--- src/rtl/seg7_scan_decoder.sv ---
// seg7_scan_decoder: reads a multiplexed active-low 7-seg bus and
// recovers each digit after a programmable stability window.
module seg7_scan_decoder #(
  parameter int DIGITS = 8,
  parameter int STABLE = 4
) (
  input  logic                  clk,
  input  logic                  rst_n,
  input  logic [7:0]            seg_n,
  input  logic [DIGITS-1:0]     an_n,
  output logic [4*DIGITS-1:0]   digits,
  output logic [DIGITS-1:0]     dp,
  output logic [DIGITS-1:0]     valid,
  output logic                  upd,
  output logic [2:0]            upd_idx,
  output logic                  err
);

  localparam int RW = $clog2(STABLE + 1);
  localparam int SW = DIGITS + 8;
  localparam logic [RW-1:0] RMAX = RW'(STABLE);
  localparam logic [RW-1:0] RONE = RW'(1);

  typedef enum logic [1:0] {
    IDLE,
    SETTLE,
    HELD
  } state_t;

  state_t          state, nstate;
  logic [SW-1:0]   x, s;
  logic [RW-1:0]   r;
  logic            oh, same, commit;
  logic [2:0]      idx;
  logic [6:0]      pat;
  logic [3:0]      val;
  logic            ok, ill;

  assign x    = {an_n, seg_n};
  assign oh   = $onehot(~an_n);
  assign same = (x == s);
  assign pat  = ~s[7:1];

  // sample register and saturating run-length counter
  always_ff @(posedge clk or negedge rst_n) begin
    if (!rst_n) begin
      s <= '1;
      r <= '0;
    end else begin
      s <= x;
      if (same && oh)
        r <= (r == RMAX) ? r : r + RONE;
      else
        r <= oh ? RONE : '0;
    end
  end

  // FSM state register
  always_ff @(posedge clk or negedge rst_n) begin
    if (!rst_n) state <= IDLE;
    else        state <= nstate;
  end

  // FSM next state: tracks whether the current sample is committed
  always_comb begin
    nstate = state;
    unique case (state)
      IDLE: begin
        if (oh) nstate = SETTLE;
      end
      SETTLE: begin
        if (!oh)
          nstate = IDLE;
        else if (same && r == RMAX)
          nstate = HELD;
        else
          nstate = SETTLE;
      end
      HELD: begin
        if (!oh)        nstate = IDLE;
        else if (!same) nstate = SETTLE;
      end
      default: nstate = IDLE;
    endcase
  end

  // FSM output: one commit per stable run
  always_comb begin
    commit = (state == SETTLE) && (r == RMAX);
  end

  // position index of the low select bit in the sample
  always_comb begin
    idx = '0;
    for (int i = 0; i < DIGITS; i++)
      if (!s[8+i]) idx = 3'(i);
  end

  // segment pattern back to a digit value
  always_comb begin
    val = 4'hF;
    ok  = 1'b0;
    ill = 1'b0;
    unique case (pat)
      7'b1111110: begin val = 4'd0; ok = 1'b1; end
      7'b0110000: begin val = 4'd1; ok = 1'b1; end
      7'b1101101: begin val = 4'd2; ok = 1'b1; end
      7'b1111001: begin val = 4'd3; ok = 1'b1; end
      7'b0110011: begin val = 4'd4; ok = 1'b1; end
      7'b1011011: begin val = 4'd5; ok = 1'b1; end
      7'b1011111: begin val = 4'd6; ok = 1'b1; end
      7'b1110000: begin val = 4'd7; ok = 1'b1; end
      7'b1111111: begin val = 4'd8; ok = 1'b1; end
      7'b1111011: begin val = 4'd9; ok = 1'b1; end
      7'b0000000: val = 4'hE;
      default:    ill = 1'b1;
    endcase
  end

  // committed per-position results and pulses
  always_ff @(posedge clk or negedge rst_n) begin
    if (!rst_n) begin
      digits  <= '0;
      dp      <= '0;
      valid   <= '0;
      upd     <= 1'b0;
      upd_idx <= '0;
      err     <= 1'b0;
    end else begin
      upd <= commit;
      err <= commit && ill;
      if (commit) begin
        digits[{idx, 2'b00} +: 4] <= val;
        dp[idx]                   <= ~s[0];
        valid[idx]                <= ok;
        upd_idx                   <= idx;
      end
    end
  end

endmodule
--- config.mk ---
export PLATFORM = sky130hd
export DESIGN_NAME = seg7_scan_decoder
export DESIGN_NICKNAME = d
export VERILOG_FILES = /design/src/rtl/seg7_scan_decoder.sv
export SDC_FILE = /design/constraint.sdc
export NUM_CORES = 1
export LEC_CHECK = 0
export CORE_ASPECT_RATIO = 1.25
export CORE_UTILIZATION = 31
export CTS_CLUSTER_SIZE = 14
export DETAILED_ROUTE_END_ITERATION = 16
export DONT_BUFFER_PORTS = 1
export GPL_TIMING_DRIVEN = 0
export PLACE_DENSITY = 0.56
export RECOVER_POWER = 100
export SYNTH_ARGS = -nofsm -noshare
export SYNTH_HDL_FRONTEND = slang
export SYNTH_SLANG_ARGS = --single-unit
export TNS_END_PERCENT = 50
--- constraint.sdc ---
create_clock -name clk -period 4.5 [get_ports clk]
set_input_delay 0.675 -clock clk [delete_from_list [all_inputs] [get_ports clk]]
set_output_delay 0.675 -clock clk [all_outputs]
set_load 0.03 [all_outputs]
Yosys cells after proc, flatten, opt, wreduce, memory -nomap -nowiden
Cells that the tools add are included.

Equal/unequal tests: 18. Reduce and logical (&&, ||, !) cells: 10. $add $sub $neg: 9. Magnitude comparators: 2. Shifts and indexed selects: 2. Bitwise logic cells: 3. Multiplexer cells: 24.

Operator list (number): 7-bit equality test, second input constant (8); 4-bit one-hot mux with 11 select lines (1); 32-bit bitwise mux (1); 4-bit by 7-bit variable shift with 32-bit output, first input constant (1); 4-bit by 7-bit variable part select with 32-bit output (1); 3-bit two-way mux (8); 8-bit bitwise mux (2); 16-bit equality test (1); 7-bit by 6-bit equality test with 1-bit output, second input constant (2); 11-bit OR reduction (1); 2-bit two-way mux (5); 10-bit OR reduction (1); 1-bit by 1-bit adder with 2-bit output (4); 8-bit NOT (1); 7-bit logical NOT (1); 5-bit negator with 7-bit output (1); 7-bit NOT (1); 2-bit by 2-bit adder with 3-bit output (2); 2-bit one-hot mux with 3 select lines (1); 1-bit logical AND (5); 1-bit two-way mux (5); 3-bit by 3-bit adder with 4-bit output (1); 4-bit by 1-bit equality test with 1-bit output, second input constant (1); 3-bit by 4-bit < comparator with 1-bit output, second input constant (1); 11 further kinds (12).

Output and inout port bits: 53. Bits of input ports: 18. Register bits: 74.

Longest topological paths before layout
Depth after elaboration: 12. Mapped depth: 12.

Least setup slack after synthesis
Ideal clock, no wire load.

Path type: input port to flip-flop. From: input an_n[0]. To: register r[2]. Arrival time: 3.428 ns. Stages on the path: 12. Required time: 4.414 ns. Path buffers: 0. Path slack: 0.986 ns. Cell sequence: fa_1 -> inv_1 -> fa_1 -> fa_1 -> ha_1 -> inv_1 -> fa_1 -> a211oi_1 -> mux2i_1 -> nor2_1 -> nand2_1 -> nor3_1.

Cells in the longest elaborated chain, start to end: 7. Elaborated cells on any way between the ends: 9. Classes of those cells: 3 x add/sub; 3 x eq/ne; 1 x mux; 1 x bitwise; 1 x reduce/logical.

RTL lines: from (decl) (line 10) `input logic [DIGITS-1:0] an_n,`; 8-bit NOT (line 40) `assign oh = $onehot(~an_n);`; 1-bit by 1-bit adder with 2-bit output (implied by the code) (line 40); 2-bit by 2-bit adder with 3-bit output (implied by the code) (line 40); 3-bit by 3-bit adder with 4-bit output (implied by the code) (line 40); 4-bit by 1-bit equality test with 1-bit output (line 40); 1-bit logical AND * (line 51) `if (same && oh)`; 2-bit != test (no source line) / 3-bit two-way mux (equally long branches); to (signal assigned) (line 52) `r <= (r == RMAX) ? r : r + RONE;`; to (signal assigned) (line 54) `r <= oh ? RONE : '0;`; to (decl) (line 32) `logic [RW-1:0] r;`.

Every way passes the cells marked *; elsewhere a longest branch is shown, timed or not. A chain may end at the register's enable or synchronous reset.

Worst setup path in the final report
From: register s[3]. To: register digits[16].

Cells in the longest elaborated chain, start to end: 5. Elaborated cells on any way between the ends: 15. Classes of those cells: 10 x eq/ne; 1 x shift; 2 x mux; 1 x bitwise; 1 x reduce/logical.

RTL lines: from (decl) (line 31) `logic [SW-1:0] x, s;`; from (signal assigned) (line 47) `s <= '1;`; from (signal assigned) (line 50) `s <= x;`; 7-bit NOT * (line 42) `assign pat = ~s[7:1];`; 7-bit equality test, or another cell as far along (line 104) `unique case (pat)`; 4-bit one-hot mux with 11 select lines * (line 104); 4-bit by 7-bit variable part select with 32-bit output * (line 133) `digits[{idx, 2'b00} +: 4] <= val;`; 32-bit bitwise mux * (line 133); to (signal, indexed assignment) (line 133); to (decl) (line 11) `output logic [4*DIGITS-1:0] digits,`.

Marked as above.

==> run metrics <==
status finished with violations; failing checks capacitance limit, slew limit; first-pass GRT wire length approximately 13000 um; relative slew slack -45.70%; DRT Wirelength 7836 um; PwrDens just over 400 nW/um^2; Tot Pwr approximately 0.0016 W; crit-path max FO 10; clock transition at the registers of the reported paths around 0.060 ns; placed cell area roughly 3700 sq um; die area roughly 12000 sq um; leading area contributor after synthesis dfrtp_1; core area 11080 sq um; worst stage delay on the critical path about 1.7 ns; CP top delay family compound AO/OA/AOI/OAI gates; Iter 0 DRT Violations ~110; Crit. End Element flip-flop; TritonCTS Buffers 9; post-route cell area roughly 4000 sq um; total grt overflow 0; crit path kind flip-flop to flip-flop; num ports 71; synth unique cells 50; largest net degree at the start of global routing 75; Least-Margin Pin Slew between 2 and 2.5 ns; Root Buffer clkbuf_16; CP cell instances buf_4, and4b_1, a21oi_1, o311ai_0, o22ai_2, mux2_2; Detailed Place HPWL 5761 um; H-tree level count 3; number of global-route vias before repair ~2400; number of vias per cell just over 5; mean post-synth cell area ~12 sq um; Clk Latency, worst-skew pair 0.34 ns; die height ~120 um; Area contributors post-synth dfrtp_1 41%, dfstp_2 12%, mux2_2 7.7%; synthesis-to-finish area growth 13.48%; Hold Crit Class input pin to asynchronous set/reset pin; GP Congestion roughly 0.75; Cells after Synth 300; syn_nets 329; GR Util All Layers approximately 14%; Peak VDD IR about 0.00017 V; DR WL/cell approximately 17 um; synth warn 0; sequential share of the synthesized area a little over half; synthesis-stage register bit count 74; deepest clock path buffer count 2; First-pass DRT Iterations 4; crit start category flip-flop; CP bufs+invs 1; Clock Skew between 0.006 and 0.007 ns; CP arrival about 3.9 ns; hold_ws ~0.034 ns; Netlist Area Pre-Place approximately 3500 sq um; Post-DRT Antenna Nets 0; # resized after CTS 0; CP required around 4.7 ns; RSZ-0062 raised after global routing false; Initial Utilization 31.66%; Row Count 43; PortBufs 0; max-cap viol count 1; clk sinks 74; setup_tns 0 ns; top cell type's share of synthesized area between 40 and 50%; nets 340; min Tclk post-route roughly 3.7 ns; LEAKAGE 1.809 nW; via count between 2000 and 2500; CTS tree built; fin crit share 81.96%; CP max stage cell o311ai_0; Remaining DRCs 0; Max Freq ~0.27 GHz; n_diodes 0; layout cell share with drive strength beyond 1 between 20% and 30%; setup violators final 0; final core utilization about 36%; Max Slew Vio Count 11; Hold-fix buffers, CTS 0; initial antenna violation count 0; Hold Fails Final Rpt 0; layout filler cell count 1111; Die Wd roughly 97 um; setup repair bufs after CTS 0
-- routing by layer --
| metal | wire length (um) | track usage (%) | up-vias |
|---|---|---|---|
| met2 | 4024 | 24.16 | 62 |
| met5 | 0 | 0 | - |
| met4 | 159 | 6.716 | 0 |
| met3 | 546 | 5.760 | 13 |
| li1 | - | - | 1092 |
| met1 | 3106 | 15.78 | 1140 |
-- cells in the mapped netlist, drive strengths merged --
cell,count
buf,10
o221a,1
nand4b,2
nor3b,2
o2111ai,1
or2,1
a211oi,2
nand2b,3
o22ai,1
a31oi,1
nand3,4
clkbuf,2
a21oi,8
fa,4
o211ai,4
mux2i,3
nor2b,1
mux2,24
or3,4
nand4,8
nand2,22
nor4,4
xnor2,17
o311ai,1
and3,2
dfstp,16
nand3b,1
o31ai,2
dfrtp,58
a21boi,1
a311o,1
ha,7
a22o,16
inv,18
nor2,20
o21ai,14
and4b,2
and4,1
and3b,2
nor3,5
a2bb2oi,1
xor2,2
a21o,1
-- metrics by stage --
| step | worst slack (ns) | cells |
|---|---|---|
| floorplan | 0.9865 | 300 |
| global placement | 0.7642 | 435 |
| detailed placement | 0.7015 | 435 |
| CTS | 1.076 | 451 |
| global route | 0.4922 | 451 |
| finish | 0.8117 | 451 |
-- logic make-up after synthesis --
logic type,after synthesis,share of synthesized area (%)
buf+inv,30,3.887
simple gates,84,12.91
fa+ha+maj,11,4.779
mux,27,8.559
flops,74,53.35
xor+xnor,19,4.743
compound gates,55,11.77
-- state kept, by name, summed over array words and instances, names as in the netlist --
name / flops
digits: 32
dp: 8
upd_idx: 3
upd: 1
r: 3
err: 1
s: 16
valid: 8
state: 2
-- layout make-up --
cell class	instances	area, sq um	share of cell area (%)
sequential	74	1872	47.01
multi-input combinational	196	1464	36.77
clock buffer	10	229.0	5.751
tap	135	168.9	4.243
clock inverter	6	115.1	2.891
inverter	18	67.56	1.697
buffer	12	65.06	1.634
-- worst paths after layout --
path	to	cells past startpoint	startpoint	slack, ns
setup / recovery	digits[16]$_DFFE_PN0P_	6	s[3]$_DFF_PN1_	0.81
hold / removal	digits[18]$_DFFE_PN0P_	0	rst_n	0.03
setup reg to reg	digits[16]$_DFFE_PN0P_	6	s[3]$_DFF_PN1_	0.81
hold reg to reg	r[1]$_DFFE_PN0P_	2	r[1]$_DFFE_PN0P_	0.57
max in group asynchronous	s[4]$_DFF_PN1_	0	rst_n	4.25
min in group clk	s[10]$_DFF_PN1_	0	an_n[2]	0.33
-- report_power, final --
group / switching [W] / total, W / internal (W) / leakage, nW
sequential: 0.0000111 / 0.000697 / 0.000685 / 0.978
clock: 0.000278 / 0.000821 / 0.000543 / 0.163
combinational: 0.0000685 / 0.000121 / 0.0000528 / 0.668
-- layout by cell type (no fill, tap or decap), drive strengths merged, types with 2 or more instances in the layout --
cell type and count:
and3 2, inv 18, and3b 2, xor2 2, a211oi 2, and4b 2
bufinv 3, nor3b 2, nand4 8, a22o 16, o211ai 4, a21oi 8
nand3 4, mux2 24, xnor2 17, clkinv 2, nor4 4, nand2 22
nand2b 3, nand4b 2, o31ai 2, clkbuf 15, buf 7, nor3 5
nor2 20, or3 4, fa 4, ha 7, dfrtp 58, dfstp 16
mux2i 3, o21ai 14
No activity file was read; power rests on OpenSTA's default activity.
